--- config.mk ---
export PLATFORM = sky130hd
export DESIGN_NAME = fetch_issue_unit
export DESIGN_NICKNAME = d
export VERILOG_FILES = /design/src/rtl/fetch_issue_unit_pkg.sv /design/src/rtl/fetch_issue_unit_fifo.sv /design/src/rtl/fetch_issue_unit.sv
export SDC_FILE = /design/constraint.sdc
export NUM_CORES = 1
export LEC_CHECK = 0
export BUFFER_PORTS_ARGS = -buffer_cell sky130_fd_sc_hd__buf_2
export CAP_MARGIN = 20
export CORE_UTILIZATION = 40
export DETAILED_ROUTE_END_ITERATION = 16
export SYNTH_ARGS = -nofsm -noshare
export SYNTH_HDL_FRONTEND = slang
export SYNTH_SLANG_ARGS = --single-unit
--- constraint.sdc ---
create_clock -name clk -period 10.1 [get_ports clk]
set_input_delay 0.505 -clock clk [delete_from_list [all_inputs] [get_ports clk]]
set_output_delay 0.505 -clock clk [all_outputs]
set_load 0.01 [all_outputs]
--- src/rtl/fetch_issue_unit_pkg.sv ---
// rtl/fetch_issue_unit_pkg.sv - shared fetch constants, bubble word and fetch FSM encoding
package fetch_issue_unit_pkg;

    localparam int XLEN       = 32;
    localparam int INST_BYTES = 4;

    // Also the wall's clear value and the hazard unit's injected NOP.
    localparam logic [XLEN-1:0] NOP_INST = 32'h0000_0000;

    typedef enum logic [1:0] {
        S_IDLE = 2'd0,
        S_WAIT = 2'd1,
        S_DROP = 2'd2
    } fetch_state_t;

endpackage

--- src/rtl/fetch_issue_unit_fifo.sv ---
// rtl/fetch_issue_unit_fifo.sv - instruction/pc FIFO with flush and combinational head
module fetch_fifo #(
    parameter int DEPTH = 2,
    parameter int WIDTH = 64
) (
    input  logic                       clk,
    input  logic                       rst,
    input  logic                       push,
    input  logic                       pop,
    input  logic                       flush,
    input  logic [WIDTH-1:0]           wdata,
    output logic [WIDTH-1:0]           head,
    output logic [$clog2(DEPTH):0]     count
);

    localparam int AW = $clog2(DEPTH);
    localparam int CW = AW + 1;
    localparam logic [CW-1:0] FULL_CNT = CW'(DEPTH);

    logic [WIDTH-1:0] mem [DEPTH];
    logic [AW-1:0]    rd_ptr;
    logic [AW-1:0]    wr_ptr;
    logic             do_push;
    logic             do_pop;

    assign do_pop  = pop && (count != '0);
    assign do_push = push && (!flush) && ((count != FULL_CNT) || do_pop);
    assign head    = mem[rd_ptr];

    always_ff @(posedge clk) begin
        if (do_push) begin
            mem[wr_ptr] <= wdata;
        end
    end

    // Pointers wrap naturally because DEPTH is a power of two.
    always_ff @(posedge clk or posedge rst) begin
        if (rst) begin
            rd_ptr <= '0;
            wr_ptr <= '0;
            count  <= '0;
        end else if (flush) begin
            rd_ptr <= '0;
            wr_ptr <= '0;
            count  <= '0;
        end else begin
            if (do_push) begin
                wr_ptr <= wr_ptr + 1'b1;
            end
            if (do_pop) begin
                rd_ptr <= rd_ptr + 1'b1;
            end
            count <= count + CW'(do_push) - CW'(do_pop);
        end
    end

endmodule

--- src/rtl/fetch_issue_unit.sv ---
// rtl/fetch_issue_unit.sv - PC owner and imem fetcher feeding the IF/ID wall
module fetch_issue_unit
    import fetch_issue_unit_pkg::*;
#(
    parameter logic [31:0] RESET_PC = 32'h0000_0000,
    parameter int          DEPTH    = 2,
    parameter logic [31:0] BUBBLE   = NOP_INST
) (
    input  logic        clk,
    input  logic        rst,
    input  logic        stall,
    input  logic        redirect,
    input  logic [31:0] redirect_pc,
    output logic        imem_req,
    output logic [31:0] imem_addr,
    input  logic        imem_ack,
    input  logic [31:0] imem_rdata,
    output logic [31:0] inst_out,
    output logic [31:0] pc_out,
    output logic [31:0] pc_plus4_out,
    output logic        fetch_valid
);

    localparam int CW = $clog2(DEPTH) + 1;
    localparam logic [CW-1:0]   DEPTH_C = CW'(DEPTH);
    localparam logic [XLEN-1:0] STEP    = XLEN'(INST_BYTES);

    fetch_state_t      state;
    logic [XLEN-1:0]   fetch_pc;
    logic [2*XLEN-1:0] head;
    logic [CW-1:0]     count;
    logic [CW-1:0]     count_next;
    logic              push;
    logic              pop;
    logic              credit_ok;

    assign fetch_valid = (count != '0);
    assign push        = (state == S_WAIT) && imem_ack && !redirect;
    assign pop         = fetch_valid && !stall && !redirect;

    // Occupancy after this edge; a new request is only issued if its
    // response is guaranteed a free slot.
    always_comb begin
        count_next = count;
        if (redirect) begin
            count_next = '0;
        end else begin
            count_next = count + CW'(push) - CW'(pop);
        end
    end
    assign credit_ok = (count_next < DEPTH_C);

    fetch_fifo #(
        .DEPTH (DEPTH),
        .WIDTH (2 * XLEN)
    ) u_fifo (
        .clk   (clk),
        .rst   (rst),
        .push  (push),
        .pop   (pop),
        .flush (redirect),
        .wdata ({imem_rdata, fetch_pc}),
        .head  (head),
        .count (count)
    );

    assign inst_out     = fetch_valid ? head[2*XLEN-1:XLEN] : BUBBLE;
    assign pc_out       = fetch_valid ? head[XLEN-1:0] : '0;
    assign pc_plus4_out = fetch_valid ? (head[XLEN-1:0] + STEP) : '0;

    always_ff @(posedge clk or posedge rst) begin
        if (rst) begin
            state     <= S_IDLE;
            imem_req  <= 1'b0;
            imem_addr <= RESET_PC;
            fetch_pc  <= RESET_PC;
        end else begin
            if (redirect) begin
                fetch_pc <= redirect_pc & ~32'h3;
            end else if (push) begin
                fetch_pc <= fetch_pc + STEP;
            end

            case (state)
                S_IDLE: begin
                    if (!redirect && credit_ok) begin
                        state     <= S_WAIT;
                        imem_req  <= 1'b1;
                        imem_addr <= fetch_pc;
                    end
                end
                S_WAIT: begin
                    if (redirect) begin
                        if (imem_ack) begin
                            state    <= S_IDLE;
                            imem_req <= 1'b0;
                        end else begin
                            state <= S_DROP;
                        end
                    end else if (imem_ack) begin
                        if (credit_ok) begin
                            imem_addr <= fetch_pc + STEP;
                        end else begin
                            state    <= S_IDLE;
                            imem_req <= 1'b0;
                        end
                    end
                end
                S_DROP: begin
                    // The stale request cannot be withdrawn; swallow its response.
                    if (imem_ack) begin
                        state    <= S_IDLE;
                        imem_req <= 1'b0;
                    end
                end
                default: begin
                    state    <= S_IDLE;
                    imem_req <= 1'b0;
                end
            endcase
        end
    end

endmodule

==> run summary, run 1 <==
FP Rows -> 55
Critical path capture point type -> output pin
Leakage Power -> 4.33 nW
Post-Synth XOR/XNOR Area -> 6.08%
Crit path DAT -> 3900 ps
Mux cell area share after synthesis -> 7.42%
Ys async rst share -> 35.1%
Area grow syn2layout -> 19.0%
Peak supply drop -> 0.119 mV
Req. time, crit path -> 9600 ps
RSZ-0062 raised after global routing -> no
WL/cell -> 17.0 µm
First-pass GRT wire length -> 35900 µm
Initial antenna violation count -> 1
Most used routing layer -> met2
# hold bufs at CTS -> 0
Vias per cell -> 5.10
Pwr dens -> 184 mW/mm²
Grt ovf -> 0
Hold crit path type -> in2reg
Synth warn -> 0
Post-DP HPWL -> 15600 µm
Complex-gate fraction of the synthesized area -> 7.72%
Met2 Use GR -> 29.6%
Tmin final -> 4400 ps
Drt drc -> 0
Setup violators final -> 0
GR Util met1 -> 28.1%
Core area -> 0.0228 mm²
Antenna violation net count after detailed routing -> 0
DR iter-0 viols -> 380
Most frequent cells in the layout -> buf_2 (190), edfxtp_1 (124), nor2_1 (95)
Setup TNS -> 0 ps
CTS tree -> done
Clock transition at path regs -> 80 ps
Worst setup SP type -> register
Largest net degree at the start of global routing -> 78
Total of max-cap violations -> 0
Tcrit/Tclk final -> 43.6%
Hold path start -> imem_rdata[28]
I/O pin total -> 199
Gr usage total -> 19.5%
CP Launch Point -> u_fifo.rd_ptr$_DFFE_PP0P_
Design Area, Final -> 0.0111 mm²
Synth Cell Area -> 0.00934 mm²
Most common cell after layout, fill and taps aside -> buf_2
Syn_area_per_cell -> 11.1 µm²
DR vias -> 6818
Die Y -> 155 µm
Post-CTS setup buffers -> 0
Worst-Margin Slew -> 1080 ps
Worst-Skew Late Latency -> 440 ps
Final nets -> 1084
FF+latch count, synth -> 191
WS Path Type -> reg2out
DRT Pass-1 Iters -> 5
Number of gates resized after CTS -> 0
Fill count -> 2093
Slew headroom -> 28.1%
Largest family of logic cells by synthesized area -> simple AND/OR/NAND/NOR gates
Final GP Congestion -> 0.855
Initial Util -> 41.0%
Multi-input logic area -> 0.00368 mm²
Die area -> 0.0240 mm²
Post-Synth Simple-Gate Area -> 17.1%
Area share of fa/ha/maj cells after synthesis -> 0.670%
Met3 Track Usage GR -> 4.54%
Vias in the first global route -> 6554
Run status -> finished, final reports clean
Longest Clk Path Bufs -> 2
CTS Buf Count -> 17
Post-synthesis sequential area ratio -> 57.8%
Peak Freq -> 227 MHz
Clock Skew -> 10.3 ps
DP Area -> 0.0105 mm²
CP Max Fanout -> 76
Fraction of layout cells with a size suffix above 1 -> 25.2%
Root Buffer -> clkbuf_16
RR Startpoint -> state[0]$_DFFE_PP0P_
Slew Limit Fails -> 0
Synth Flop Type -> edfxtp_1
Storage cell area -> 0.00540 mm²
Sinks on the clock net -> 191
Routed WL -> 22700 µm
Synth cell types -> 62
Htree depth -> 4
Chip width -> 155 µm
Port Buffers -> 190
Synth Instances -> 845
Post-synth EDFFs -> 124
Final hold vios -> 0
-- per-layer routing --
metal,wire length [µm],share of wire [%]
met1,11100,49
met2,9940,44
met3,1480,6.5
met4,183,0.80
met5,0,0
-- flip-flops by register name, indices dropped and copies added, names as in the netlist --
signal / cells
imem_req: 1
u_fifo.count: 2
imem_addr: 30
u_fifo.mem: 124
fetch_pc: 30
state: 2
u_fifo.wr_ptr: 1
u_fifo.rd_ptr: 1
-- report_power, final --
| part | switching [W] | total, W | internal, W |
|---|---|---|---|
| Clock | 0.000335 | 0.000669 | 0.000335 |
| Sequential | 0.0000677 | 0.000977 | 0.000909 |
| Combinational | 0.000242 | 0.000400 | 0.000158 |
| Total | 0.000644 | 0.00205 | 0.00140 |
-- layout make-up --
class                   count  share of cell area [%]
flip-flops and latches    191                    48.6
clock buffers              17                    3.83
repair buffers            200                    9.23
well taps                 313                    3.52
inverters                   9                   0.304
diodes                      1                  0.0225
clock inverters            15                    1.38
multi-input cells         591                    33.1
-- Yosys cell counts, types with 3 or more instances --
cell / count / area, µm²
nor2b_1: 5 / 31.3
or3_1: 3 / 18.8
xnor2_1: 27 / 236
and2_1: 12 / 75.1
nand2_1: 94 / 353
buf_2: 13 / 65.1
a21oi_1: 13 / 65.1
a31oi_1: 7 / 43.8
nand4b_1: 6 / 52.6
buf_4: 6 / 45.0
nand3b_1: 3 / 22.5
inv_1: 9 / 33.8
nand2b_1: 3 / 18.8
a22o_1: 3 / 26.3
xor2_1: 36 / 315
a211oi_1: 4 / 30.0
mux2_2: 10 / 113
nand4_1: 27 / 169
clkbuf_1: 36 / 135
buf_1: 3 / 11.3
edfxtp_1: 124 / 3720
o21ai_1: 4 / 20.0
nor4_2: 4 / 50.1
dfrtp_1: 67 / 1680
o31ai_1: 6 / 45.0
and4_1: 4 / 35.0
o21ai_0: 62 / 310
ha_1: 5 / 62.6
nor4_1: 4 / 25.0
nand3_1: 31 / 155
nor3_1: 20 / 100
mux2i_1: 58 / 581
nor2_1: 96 / 360
and3_1: 6 / 37.5
-- worst paths after layout --
| path | endpoint | slack [ps] | cells past startpoint |
|---|---|---|---|
| min reg2reg | imem_addr[23]$_DFFE_PP0P_ | 490 | 2 |
| max | pc_plus4_out[27] | 5700 | 7 |
| min | u_fifo.mem[1][60]$_DFFE_PP_ | 250 | 1 |
| max in group asynchronous | u_fifo.rd_ptr$_DFFE_PP0P_ | 9130 | 3 |
| min in group asynchronous | imem_addr[5]$_DFFE_PP0P_ | 290 | 3 |
| max reg2reg | u_fifo.mem[1][48]$_DFFE_PP_ | 6930 | 4 |
-- logic make-up (layout without fill, tap and decap cells) --
family	Yosys count	in the layout
compound gates	120	120
xor+xnor	64	64
fa+ha+maj	5	5
buf+inv	68	241
flops	191	191
mux	68	68
other cells	1	7
simple gates	328	328
-- metrics by stage --
step | util, % | hold slack, ps | power [W] | setup slack [ps] | cells
6_report | 48.8 | 252 | 0.00205 | 5700 | 1337
3_5_place_dp | 46.2 | 459 | 0.00140 | 6140 | 1304
5_1_grt | 48.8 | 223 | 0.00215 | 5450 | 1336
3_3_place_gp | 46.2 | 461 | 0.00139 | 6220 | 1304
4_1_cts | 48.8 | 231 | 0.00206 | 5680 | 1336
2_1_floorplan | - | 437 | 0.00123 | 2450 | 850
-- critical path, stage by stage, from the launching register on --
cell,delay [ps]
dfrtp_4,590
buf_4,870
nand4_1,320
a22oi_1,370
nand2_1,280
a2111oi_0,450
mux2_2,390
buf_2,140
Note: power is estimated with default switching activity, not from simulation.
==> run 2: changes to the inputs <==
==> constraint.sdc (replaced) <==
create_clock -name clk -period 4.03 [get_ports clk]
set_input_delay 0.2015 -clock clk [delete_from_list [all_inputs] [get_ports clk]]
set_output_delay 0.2015 -clock clk [all_outputs]
set_load 0.01 [all_outputs]
==> run 2 against run 1 <==
  * Sequential power grew 150%
  * First-iteration DRC count grew 35%
  * Wire length grew 3.9%
  * Combinational power grew to 2.7 times the previous value
  * Flip-flop and latch count is the same
  * Sequential share of layout area shrank 3.0 points
  * Global-route usage grew 0.39 points
  * Largest power group unchanged
==> run summary, run 2 (synthesis results as in run 1) <==
Net Sw Frac -> 29.5%
Most frequent cells in the layout -> buf_2 (190), edfxtp_1 (124), nor2_1 (95)
Total of max-cap violations -> 0
Tot Pwr -> 0.00531 W
Die area -> 0.0240 mm²
Internal power -> 0.00375 W
DP Area -> 0.0106 mm²
WL/cell -> 16.9 µm
Most common cell after layout, fill and taps aside -> buf_2
Hold crit path type -> in2reg
Slew headroom -> 42.6%
Slew Limit Fails -> 0
Fin util -> 52.0%
Clock Skew -> 15.6 ps
Peak supply drop -> 0.214 mV
Sinks on the clock net -> 191
Hold_ws -> 8.80 ps
Req. time, crit path -> 3830 ps
Final nets -> 1147
Fill count -> 2026
DRT Pass-1 Iters -> 5
Crit path DAT -> 3450 ps
Gr usage total -> 19.9%
Sw power -> 0.00156 W
Setup violators final -> 0
Fraction of layout cells with a size suffix above 1 -> 24.2%
Grt ovf -> 0
Initial Util -> 41.0%
CTS Buf Count -> 17
Worst setup SP type -> register
Critical path capture point type -> output pin
Die Y -> 155 µm
Largest Register -> u_fifo.mem
Final hold vios -> 0
Area grow syn2layout -> 26.7%
Design Area, Final -> 0.0118 mm²
Clock Power Share -> 33.7%
Longest Clk Path Bufs -> 2
Chip width -> 155 µm
Ant. Diodes -> 0
Max reg flops -> 124
Pwr dens -> 449 mW/mm²
Tmin final -> 3650 ps
Vias per cell -> 5.11
DR vias -> 7149
Core area -> 0.0228 mm²
Vias in the first global route -> 6637
CTS tree -> done
Comb power frac -> 20.3%
DR iter-0 viols -> 512
Largest net degree at the start of global routing -> 78
Leakage Power -> 4.63 nW
Drt drc -> 0
Port Buffers -> 190
FP Rows -> 55
Post-CTS setup buffers -> 0
Routed WL -> 23600 µm
Worst-Margin Slew -> 854 ps
Peak Freq -> 274 MHz
Final GP Congestion -> 0.845
Post-DP HPWL -> 16000 µm
Antenna violation net count after detailed routing -> 0
Storage cell area -> 0.00540 mm²
Tcrit/Tclk final -> 90.7%
Initial antenna violation count -> 0
Flop pwr share -> 45.9%
CP Max Fanout -> 44
Clock transition at path regs -> 70 ps
I/O pin total -> 199
Worst-Skew Late Latency -> 440 ps
Largest registers -> u_fifo.mem: 124 flops, fetch_pc: 30 flops, imem_addr: 30 flops
WS Path Type -> reg2out
First-pass GRT wire length -> 36600 µm
RSZ-0062 raised after global routing -> no
Htree depth -> 4
Setup TNS -> 0 ps
Root Buffer -> clkbuf_16
Multi-input logic area -> 0.00369 mm²
Run status -> finished, final reports clean
==> run 2: changes by cell type in the layout (fill, tap and decap cells not counted), sizes merged, moves of 2 or more <==
cell / delta
inv: -9
bufinv: +2
clkbuf: +4
buf: +6
clkinv: +3
dlygate4sd3: +57
==> run 2: power by group through the flow <==
stage | clock [W] | combinational, W | sequential (W)
6_report | 0.00179 | 0.00108 | 0.00244
3_3_place_gp | 0 | 0.00102 | 0.00247
2_1_floorplan | 0 | 0.000613 | 0.00247
4_1_cts | 0.00182 | 0.00108 | 0.00244
3_5_place_dp | 0 | 0.00103 | 0.00247
5_1_grt | 0.00190 | 0.00120 | 0.00246
==> run 2: area by class of cell <==
class	count	area share (%)
clock buffers	21	4.17
clock inverters	11	1.17
inverters	9	0.285
multi-input cells	591	31.2
flip-flops and latches	191	45.7
well taps	313	3.31
repair buffers	263	14.3
==> run 2: worst paths after layout <==
check,from,endpoint,slack (ps),cells after the start
setup / recovery,u_fifo.rd_ptr$_DFFE_PP0P_,pc_plus4_out[27],380,7
min in group asynchronous,rst,imem_addr[8]$_DFFE_PP0P_,250,3
hold / removal,redirect_pc[24],fetch_pc[24]$_DFFE_PP0N_,9,3
hold reg to reg,fetch_pc[30]$_DFFE_PP0N_,u_fifo.mem[1][30]$_DFFE_PP_,470,0
setup reg to reg,u_fifo.count[1]$_DFF_PP0_,imem_addr[9]$_DFFE_PP0P_,1400,10
max in group asynchronous,rst,u_fifo.wr_ptr$_DFFE_PP0P_,2770,4
==> run 2: routing by layer <==
layer	global-route usage, %	vias to the layer above	wire length, µm
met5	0	-	0
met4	5.80	0	308
met3	3.84	23	1350
met2	29.8	243	10300
met1	29.1	3393	11600
li1	-	3490	-
==> run 2: critical path, cell delays in order (launching register included) <==
cell and delay (ps):
dfrtp_4 560, buf_4 500, nand3_1 130, a22oi_1 260, o2111ai_1 480, a2111oi_1 550
mux2_2 390, buf_2 140
==> run 2: timing repair <==
item | CTS | global route
endpoints found under the setup margin | 0 | 1
gates resized for setup | 0 | 1
hold buffers | 56 | 1
endpoints found under the hold margin | 100 | 1
==> run 2: metrics by stage <==
step	instances	setup WS, ps
floorplan	850	493
global placement	1309	792
detailed placement	1309	727
CTS	1397	264
global route	1399	68.7
finish	1399	376
